<file path="config.mk">
export PLATFORM = sky130hd
export DESIGN_NAME = id_ex_stage
export DESIGN_NICKNAME = d
export VERILOG_FILES = /design/src/rtl/pipeline_pkg.sv /design/src/rtl/forward_unit.sv /design/src/rtl/id_ex_stage.sv
export SDC_FILE = /design/constraint.sdc
export NUM_CORES = 1
export LEC_CHECK = 0
export CAP_MARGIN = 25
export CELL_PAD_IN_SITES_DETAIL_PLACEMENT = 1
export CELL_PAD_IN_SITES_GLOBAL_PLACEMENT = 1
export CORE_MARGIN = 2
export CORE_UTILIZATION = 35
export CTS_CLUSTER_SIZE = 25
export DETAILED_ROUTE_END_ITERATION = 8
export PLACE_DENSITY = 0.9
export SLEW_MARGIN = 10
export SYNTH_ARGS = -nofsm -noshare
export SYNTH_HDL_FRONTEND = slang
export SYNTH_SLANG_ARGS = --single-unit
</file>
<file path="constraint.sdc">
create_clock -name clk -period 7.4 [get_ports clk]
set_input_delay 1.48 -clock clk [delete_from_list [all_inputs] [get_ports clk]]
set_output_delay 1.48 -clock clk [all_outputs]
set_load 0.02 [all_outputs]
</file>
<file path="src/rtl/pipeline_pkg.sv">
// Shared definitions for the 32-bit pipelined datapath.
// Holds the ALU opcode encodings, the forwarding-select encodings and the
// default datapath / register-address widths used by the pipeline stages.
package pipeline_pkg;

  localparam int DATA_W_DEFAULT = 32;
  localparam int REG_AW_DEFAULT = 5;

  localparam logic [2:0] ALU_MOV  = 3'b000;
  localparam logic [2:0] ALU_NOT  = 3'b001;
  localparam logic [2:0] ALU_AND  = 3'b010;
  localparam logic [2:0] ALU_ADD  = 3'b011;
  localparam logic [2:0] ALU_NOR  = 3'b100;
  localparam logic [2:0] ALU_NAND = 3'b101;
  localparam logic [2:0] ALU_SUB  = 3'b110;
  localparam logic [2:0] ALU_SLT  = 3'b111;

  localparam logic [1:0] FWD_REG   = 2'b00;
  localparam logic [1:0] FWD_MEMWB = 2'b01;
  localparam logic [1:0] FWD_EXMEM = 2'b10;

endpackage

</file>
<file path="src/rtl/forward_unit.sv">
// Combinational forwarding-select logic for the execute stage.
// Ports:
//   valid                             execute stage holds a valid instruction
//   rs1, rs2                          registered source register addresses
//   exmem_rd, exmem_reg_write         EX/MEM destination and write enable
//   memwb_rd, memwb_reg_write         MEM/WB destination and write enable
//   fwd_a, fwd_b                      select for operand A / rs2 value
module forward_unit
  import pipeline_pkg::*;
#(
  parameter int REG_AW = REG_AW_DEFAULT
) (
  input  logic              valid,
  input  logic [REG_AW-1:0] rs1,
  input  logic [REG_AW-1:0] rs2,
  input  logic [REG_AW-1:0] exmem_rd,
  input  logic              exmem_reg_write,
  input  logic [REG_AW-1:0] memwb_rd,
  input  logic              memwb_reg_write,
  output logic [1:0]        fwd_a,
  output logic [1:0]        fwd_b
);

  // The younger result (EX/MEM) takes priority; r0 is hard-wired zero and
  // must never be replaced by a forwarded value.
  function automatic logic [1:0] pick(input logic [REG_AW-1:0] rs);
    logic [1:0] sel;
    sel = FWD_REG;
    if (valid) begin
      if (exmem_reg_write && (exmem_rd != '0) && (exmem_rd == rs))
        sel = FWD_EXMEM;
      else if (memwb_reg_write && (memwb_rd != '0) && (memwb_rd == rs))
        sel = FWD_MEMWB;
    end
    return sel;
  endfunction

  always_comb begin
    fwd_a = pick(rs1);
    fwd_b = pick(rs2);
  end

endmodule

</file>
<file path="src/rtl/id_ex_stage.sv">
// Decode-to-execute pipeline register with operand forwarding.
// Captures the decoded instruction, supports stall (hold) and flush (bubble),
// and drives the ALU operands after EX/MEM and MEM/WB forwarding.
// Ports:
//   clk, rst_n                       clock, asynchronous active-low reset
//   id_*                             decode-stage instruction fields
//   stall, flush                     hold / bubble control (flush wins)
//   exmem_*, memwb_*                 forwarding sources
//   ex_valid, alu_a, alu_b, alu_op   execute-stage ALU drive
//   ex_rd, ex_reg_write              registered destination and write enable
//   ex_fwd_a, ex_fwd_b               forwarding selects (debug visibility)
module id_ex_stage
  import pipeline_pkg::*;
#(
  parameter int DATA_W = DATA_W_DEFAULT,
  parameter int REG_AW = REG_AW_DEFAULT
) (
  input  logic              clk,
  input  logic              rst_n,
  input  logic              id_valid,
  input  logic [DATA_W-1:0] id_rd1,
  input  logic [DATA_W-1:0] id_rd2,
  input  logic [DATA_W-1:0] id_imm,
  input  logic [2:0]        id_alu_op,
  input  logic              id_data_s,
  input  logic [REG_AW-1:0] id_rs1,
  input  logic [REG_AW-1:0] id_rs2,
  input  logic [REG_AW-1:0] id_rd,
  input  logic              id_reg_write,
  input  logic              stall,
  input  logic              flush,
  input  logic [REG_AW-1:0] exmem_rd,
  input  logic              exmem_reg_write,
  input  logic [DATA_W-1:0] exmem_result,
  input  logic [REG_AW-1:0] memwb_rd,
  input  logic              memwb_reg_write,
  input  logic [DATA_W-1:0] memwb_result,
  output logic              ex_valid,
  output logic [DATA_W-1:0] alu_a,
  output logic [DATA_W-1:0] alu_b,
  output logic [2:0]        alu_op,
  output logic [REG_AW-1:0] ex_rd,
  output logic              ex_reg_write,
  output logic [1:0]        ex_fwd_a,
  output logic [1:0]        ex_fwd_b
);

  logic              vld_p1;
  logic              rw_p1;
  logic [2:0]        op_p1;
  logic [DATA_W-1:0] rd1_p1;
  logic [DATA_W-1:0] rd2_p1;
  logic [DATA_W-1:0] imm_p1;
  logic              data_s_p1;
  logic [REG_AW-1:0] rs1_p1;
  logic [REG_AW-1:0] rs2_p1;
  logic [REG_AW-1:0] rd_p1;

  // ---- ID -> EX register boundary ----
  always_ff @(posedge clk or negedge rst_n) begin
    if (!rst_n) begin
      vld_p1    <= 1'b0;
      rw_p1     <= 1'b0;
      op_p1     <= ALU_MOV;
      rd1_p1    <= '0;
      rd2_p1    <= '0;
      imm_p1    <= '0;
      data_s_p1 <= 1'b0;
      rs1_p1    <= '0;
      rs2_p1    <= '0;
      rd_p1     <= '0;
    end else if (flush) begin
      vld_p1    <= 1'b0;
      rw_p1     <= 1'b0;
      op_p1     <= ALU_MOV;
      rd1_p1    <= '0;
      rd2_p1    <= '0;
      imm_p1    <= '0;
      data_s_p1 <= 1'b0;
      rs1_p1    <= '0;
      rs2_p1    <= '0;
      rd_p1     <= '0;
    end else if (!stall) begin
      vld_p1    <= id_valid;
      rw_p1     <= id_reg_write & id_valid;
      op_p1     <= id_alu_op;
      rd1_p1    <= id_rd1;
      rd2_p1    <= id_rd2;
      imm_p1    <= id_imm;
      data_s_p1 <= id_data_s;
      rs1_p1    <= id_rs1;
      rs2_p1    <= id_rs2;
      rd_p1     <= id_rd;
    end
  end

  logic [1:0] fwd_a;
  logic [1:0] fwd_b;

  forward_unit #(.REG_AW(REG_AW)) u_fwd (
    .valid           (vld_p1),
    .rs1             (rs1_p1),
    .rs2             (rs2_p1),
    .exmem_rd        (exmem_rd),
    .exmem_reg_write (exmem_reg_write),
    .memwb_rd        (memwb_rd),
    .memwb_reg_write (memwb_reg_write),
    .fwd_a           (fwd_a),
    .fwd_b           (fwd_b)
  );

  // ---- EX operand selection (combinational) ----
  logic [DATA_W-1:0] opa;
  logic [DATA_W-1:0] rs2_val;

  always_comb begin
    unique case (fwd_a)
      FWD_EXMEM: opa = exmem_result;
      FWD_MEMWB: opa = memwb_result;
      default:   opa = rd1_p1;
    endcase
    unique case (fwd_b)
      FWD_EXMEM: rs2_val = exmem_result;
      FWD_MEMWB: rs2_val = memwb_result;
      default:   rs2_val = rd2_p1;
    endcase

    // An invalid slot presents a clean bubble to the ALU, even when it was
    // captured (id_valid low) rather than flushed in.
    ex_valid     = vld_p1;
    ex_reg_write = rw_p1 & vld_p1;
    ex_rd        = rd_p1;
    ex_fwd_a     = fwd_a;
    ex_fwd_b     = fwd_b;
    alu_a        = vld_p1 ? opa : '0;
    alu_b        = vld_p1 ? (data_s_p1 ? imm_p1 : rs2_val) : '0;
    alu_op       = vld_p1 ? op_p1 : ALU_MOV;
  end

endmodule
</file>
Word-level counts from Yosys, hierarchy flattened
Cells that the tools add are included.
{ "totals": {"regBits": 117, "inputBits": 197, "output_inout_bits": 78, "word_cells": 61} }
{ "op_classes": {"n_eq_ne": 9, "muxes": 32, "bitwise": 2, "reduce_logical": 8} }
{ "op_table": {"columns": ["operator", "n"], "rows": [
  ["$mux 32", 9],
  ["$pmux 32 s2", 2],
  ["$mux 5", 6],
  ["$eq 5x5->1", 4],
  ["$reduce_bool 5->1", 2],
  ["$mux 3", 3],
  ["$mux 1", 8],
  ["$mux 2", 4],
  ["$logic_and 1x1->1", 6],
  ["$eq 2x1->1 const B", 2],
  ["$eq 2x2->1 const B", 2],
  ["$and 1x1->1", 2],
  ["$ne 2x1->1 const B", 1]
]} }

Depth between registers and ports, before layout
{ "logic_depth": {"ltp_word": 10, "mapped_depth": 11, "mapped_depth_nobuf": 9} }

Cells and area by module
A second synthesis with hierarchy kept.
{ "hier_totals": {"cells_unflattened": 690, "area_unflattened_um2": 6919.1} }
{ "modules_own_cells": {"columns": ["module", "instances", "cells_per_inst", "area_each_um2", "seq_area_each_um2"], "rows": [
  ["id_ex_stage", 1, 654, 6637.6, 2927.8],
  ["forward_unit", 1, 36, 281.5, 0.0]
]} }

Least setup slack after synthesis
No wires, ideal clock.
{ "synth_timing": {"kind": "input to output", "startpoint": "input port exmem_rd[1]", "endpoint": "output port alu_b[10]", "t_arrival_ns": 4.364, "t_required_ns": 5.920, "path_slack_ns": 1.556, "stages": 11, "n_path_buf": 2, "cell_sequence": "or4_1 -> nor2_2 -> nor4_1 -> nor4_1 -> ha_1 -> clkbuf_1 -> clkbuf_1 -> a221oi_1 -> nor3_1 -> a21oi_1 -> nor2b_1"} }
{ "synth_between": {"elab_chain_len": 9, "word_cells_on_any_way": 11, "classes_between": "eq/ne (3); mux (5); reduce/logical (3)"} }
{ "synth_rtl": {"columns": ["element", "line", "rtl"], "rows": [
  ["start: declaration", "id_ex_stage.sv:32", "input logic [REG_AW-1:0] exmem_rd,"],
  ["$reduce_bool 5->1", "forward_unit.sv:30", "if (exmem_reg_write && (exmem_rd != '0) && (exmem_rd == rs))"],
  ["$logic_and 1x1->1", "forward_unit.sv:30", null],
  ["$logic_and 1x1->1 *", "forward_unit.sv:30", null],
  ["$mux 2 *", "forward_unit.sv:30", null],
  ["$mux 2 *", "forward_unit.sv:29", "if (valid) begin"],
  ["via ex_fwd_b[0]", "id_ex_stage.sv:45", "output logic [1:0] ex_fwd_b"],
  ["$eq 2x1->1 / $eq 2x2->1 (equally long branches)", "id_ex_stage.sv:122", "unique case (fwd_b)"],
  ["$pmux 32 s2 *", "id_ex_stage.sv:122", null],
  ["$mux 32 * (2 in a row)", "id_ex_stage.sv:136", "alu_b = vld_p1 ? (data_s_p1 ? imm_p1 : rs2_val) : '0;"],
  ["end: declaration", "id_ex_stage.sv:40", "output logic [DATA_W-1:0] alu_b,"]
]} }
The timed path passes the listed nets; every way through them passes the cells marked *.

Worst setup path after layout
{ "layout_timing": {"startpoint": "input port exmem_rd[1]", "endpoint": "output port alu_b[11]"} }
{ "layout_between": {"elab_chain_len": 9, "word_cells_on_any_way": 11, "classes_between": "eq/ne (3); mux (5); reduce/logical (3)"} }
{ "layout_rtl": {"columns": ["element", "line"], "rows": [
  ["$reduce_bool 5->1", "forward_unit.sv:30"],
  ["$logic_and 1x1->1", "forward_unit.sv:30"],
  ["$logic_and 1x1->1 *", "forward_unit.sv:30"],
  ["$mux 2 *", "forward_unit.sv:30"],
  ["$mux 2 *", "forward_unit.sv:29"],
  ["$eq 2x1->1 / $eq 2x2->1 (equally long branches)", "id_ex_stage.sv:122"],
  ["$pmux 32 s2 *", "id_ex_stage.sv:122"],
  ["$mux 32 * (2 in a row)", "id_ex_stage.sv:136"]
]} }
Every way passes the cells marked *; elsewhere a longest branch is shown, timed or not.

==> impl_metrics.tcl <==
set metrics [dict create \
    hold_depth 2 \
    synth-compound-area-share_pct 12.5 \
    hold_path_class "flop to flop" \
    cts_tree "built" \
    syn-num-nets 958 \
    initial_utilization_pct 35.6 \
    rsz0062_at_grt "no" \
    postCtsSetupBuffers 0 \
    avgSynthCellArea_um2 9.12 \
    drt_iter0_drc 324 \
    hold_ws_ns 0.521 \
    synthMuxAreaShare_pct 16.7 \
    r2r_slack_ns 6.04 \
    final-setup-viol-count 0 \
    combinationalPowerShare_pct 17.2 \
    p_int_w 0.00132 \
    synth-xor-area-share_pct 2.54 \
    ys_seq_area_share_pct 42.4 \
    coreArea_um2 19400 \
    cp_max_fo 27 \
    cap_violations 0 \
    p_total_w 0.00182 \
    grt.total_usage_pct 25.6 \
    synth_edf_count 0 \
    critPathKind "primary input to output pin" \
    cp.required_ns 5.92 \
    finalCriticalPeriod_ns 7.07 \
    yosys.area_share.simple_pct 21.3 \
    cts_buffer_depth 2 \
    clock.fmax_ghz 0.142 \
    cts.clk_slew.worst_paths_ns 0.06 \
    slew_violations 0 \
    grt_max_degree 74 \
    die_w_um 144 \
    rows 51 \
    vias_per_cell 5.34 \
    r2r-end "ex_valid$_DFFE_PN0P_" \
    crit_chain "clkdlybuf4s50_1, or4_1, nor2_2, nor4_1, nor4_1, ha_2, buf_4, a221oi_1, nor3_1, a21oi_1, nor2b_1, clkdlybuf4s50_1" \
    synth_top_family_by_area "simple AND/OR/NAND/NOR gates" \
    grt_first_pass_wirelength_mm 41.3 \
    power_density_nw_per_um2 175 \
    final_cell_mix "271 x clkdlybuf4s50_1, 119 x nor2_1, 115 x mux2i_1, 115 x dfrtp_1, 65 x nor2b_1" \
    layout-drive-gt1-share_pct 5.27 \
    p_sw_share_pct 27.2 \
    dr.pass1.iters 4 \
    cp.arrival_ns 5.59 \
    min_from "rd1_p1[14]$_DFFE_PN0P_" \
    start_kind "primary input" \
    die-area_um2 20900 \
    synthAdderAreaFrac_pct 0.725 \
    numClockSinks 117 \
    tightestPinTransition_ns 0.929 \
    ys_types 24 \
    syn2layout_area_growth_pct 50.7 \
    hold_violations 0 \
    p_leak_nw 4.42 \
    drt_wl_total_mm 26.2 \
    die_h_um 144 \
    grt_pass1_vias 7345 \
    ios 275 \
    dpl.hpwl_mm 17.9 \
    root_buffer "clkbuf_16" \
    crit_path_end_kind "output pin" \
    cts-hold-fix-buffers 0 \
    drt_drc_violations_left 0 \
    ant_nets 0 \
    cts_htree_levels 4 \
    syn-cell-area_um2 6900 \
    ctsResizeCount 0 \
    wire_per_inst_um 20.6 \
    ys_seq_elements 117 \
    via_count 6791 \
    grt-ovfl-total 0 \
    gp_congestion 0.875 \
    numCtsBuffers 17 \
    fin_setup_tns_ns 0 \
    slowest_delay_ns 0.80 \
    pwr-share-clk_pct 44.0 \
    r2r_cells 3 \
    mostFrequentLayoutCell "clkdlybuf4s50_1" \
    async_flop_share_pct 100 \
    slowest_stage "ha_2" \
    r2r_start "ex_valid$_DFFE_PN0P_" \
    finClkSkew_ns 0 \
    p_switching_w 0.000494 \
    worstHoldEndpoint "rd1_p1[14]$_DFFE_PN0P_" \
    ir_worst_vdd_mv 0.150 \
    ys.flop_type "dfrtp_1" \
    antenna_found_initial 1 \
    yosys_warnings 0 \
    p_seq_share_pct 38.7 \
    numPortBuffers 274 \
    syn_inst 757 \
    maxSlewHeadroom_pct 38.1 \
    layout.nets 1194 \
    fin_crit_sh_pct 95.5 \
    critPathLaunch "exmem_rd[1]" \
    status "completed" \
    clk_latency_ns 0.41 \
]
==> area by class of cell <==
cell class | count | area [µm²]
Fill cell | 2211 | 8990
Timing Repair Buffer | 284 | 2850
Sequential cell | 117 | 2930
Multi-Input combinational cell | 573 | 3720
Clock buffer | 18 | 439
Clock inverter | 14 | 129
Antenna cell | 1 | 2.50
Tap cell | 265 | 332
==> registers in the layout, indices dropped and copies added, names as in the netlist <==
register / cells
rd1_p1: 32
data_s_p1: 1
rs2_p1: 5
imm_p1: 32
ex_valid: 1
ex_rd: 5
op_p1: 3
rw_p1: 1
rs1_p1: 5
rd2_p1: 32
==> power groups by stage <==
stage	clock network [W]	registers [W]	logic [W]
floorplan	0	0.000705	0.000137
finish	0.000799	0.000703	0.000313
CTS	0.000815	0.000703	0.000315
global placement	0	0.000714	0.000298
detailed placement	0	0.000714	0.000312
global route	0.000844	0.000708	0.000342
==> worst max-delay path by stage <==
stage,to,slack (ns),depth (start not counted)
2_1_floorplan,alu_b[10],1.56,11
3_3_place_gp,alu_b[14],0.59,12
3_5_place_dp,alu_b[12],0.43,12
4_1_cts,alu_b[12],0.35,12
5_1_grt,alu_b[11],0.17,12
6_report,alu_b[11],0.33,12
==> routing by layer <==
| layer | vias to the layer above | wire (µm) | track usage, % |
|---|---|---|---|
| met5 | - | 11 | 0 |
| met4 | 2 | 768 | 9.76 |
| met3 | 54 | 1540 | 6.19 |
| met2 | 238 | 13000 | 42.7 |
| met1 | 3382 | 10900 | 32.2 |
| li1 | 3115 | - | - |
==> synthesized netlist by cell type, types with 3 or more instances <==
library cell / number / area share (%)
ha_1: 4 / 0.73
and2_1: 37 / 3.4
clkbuf_1: 53 / 2.9
nand2_1: 36 / 2.0
nand4_1: 3 / 0.27
xnor2_1: 14 / 1.8
buf_1: 4 / 0.22
a22oi_1: 33 / 3.6
buf_2: 10 / 0.73
a221oi_1: 32 / 4.1
mux2i_1: 115 / 17
a21oi_1: 33 / 2.4
nor2_1: 119 / 6.5
nor2b_1: 65 / 5.9
or4_1: 4 / 0.44
nor3_1: 32 / 2.3
xor2_1: 6 / 0.76
dfrtp_1: 117 / 42
nor4_1: 4 / 0.36
o21ai_0: 32 / 2.3
==> logic make-up (layout without fill, tap and decap cells) <==
group                      count (synthesis)  count (layout)
and+or+nand+nor                          303             303
DFF                                      117             117
buffers and inverters                     67             316
xor gates and xnor gates                  20              20
adders and majority gates                  4               4
muxes                                    115             115
AOI/OAI and AO/OA                        131             131
other                                      0               1
==> through the flow <==
stage / cells / cell area (µm²) / utilization [%] / worst slack (ns)
2_1_floorplan: 757 / 6900 / - / 1.56
3_3_place_gp: 1237 / 9790 / 50.5 / 0.587
3_5_place_dp: 1238 / 9810 / 50.6 / 0.435
4_1_cts: 1270 / 10400 / 53.5 / 0.345
5_1_grt: 1271 / 10400 / 53.6 / 0.174
6_report: 1272 / 10400 / 53.6 / 0.335
==> worst max-delay path, delay by kind of cell <==
family,cells,cell delay [ns]
AO/OA/AOI/OAI,2,0.17
AND/OR/NAND/NOR,6,1.76
adder cells (fa/ha/maj),1,0.80
buffers and inverters,3,1.36
Power figures use the tool's default switching activity.
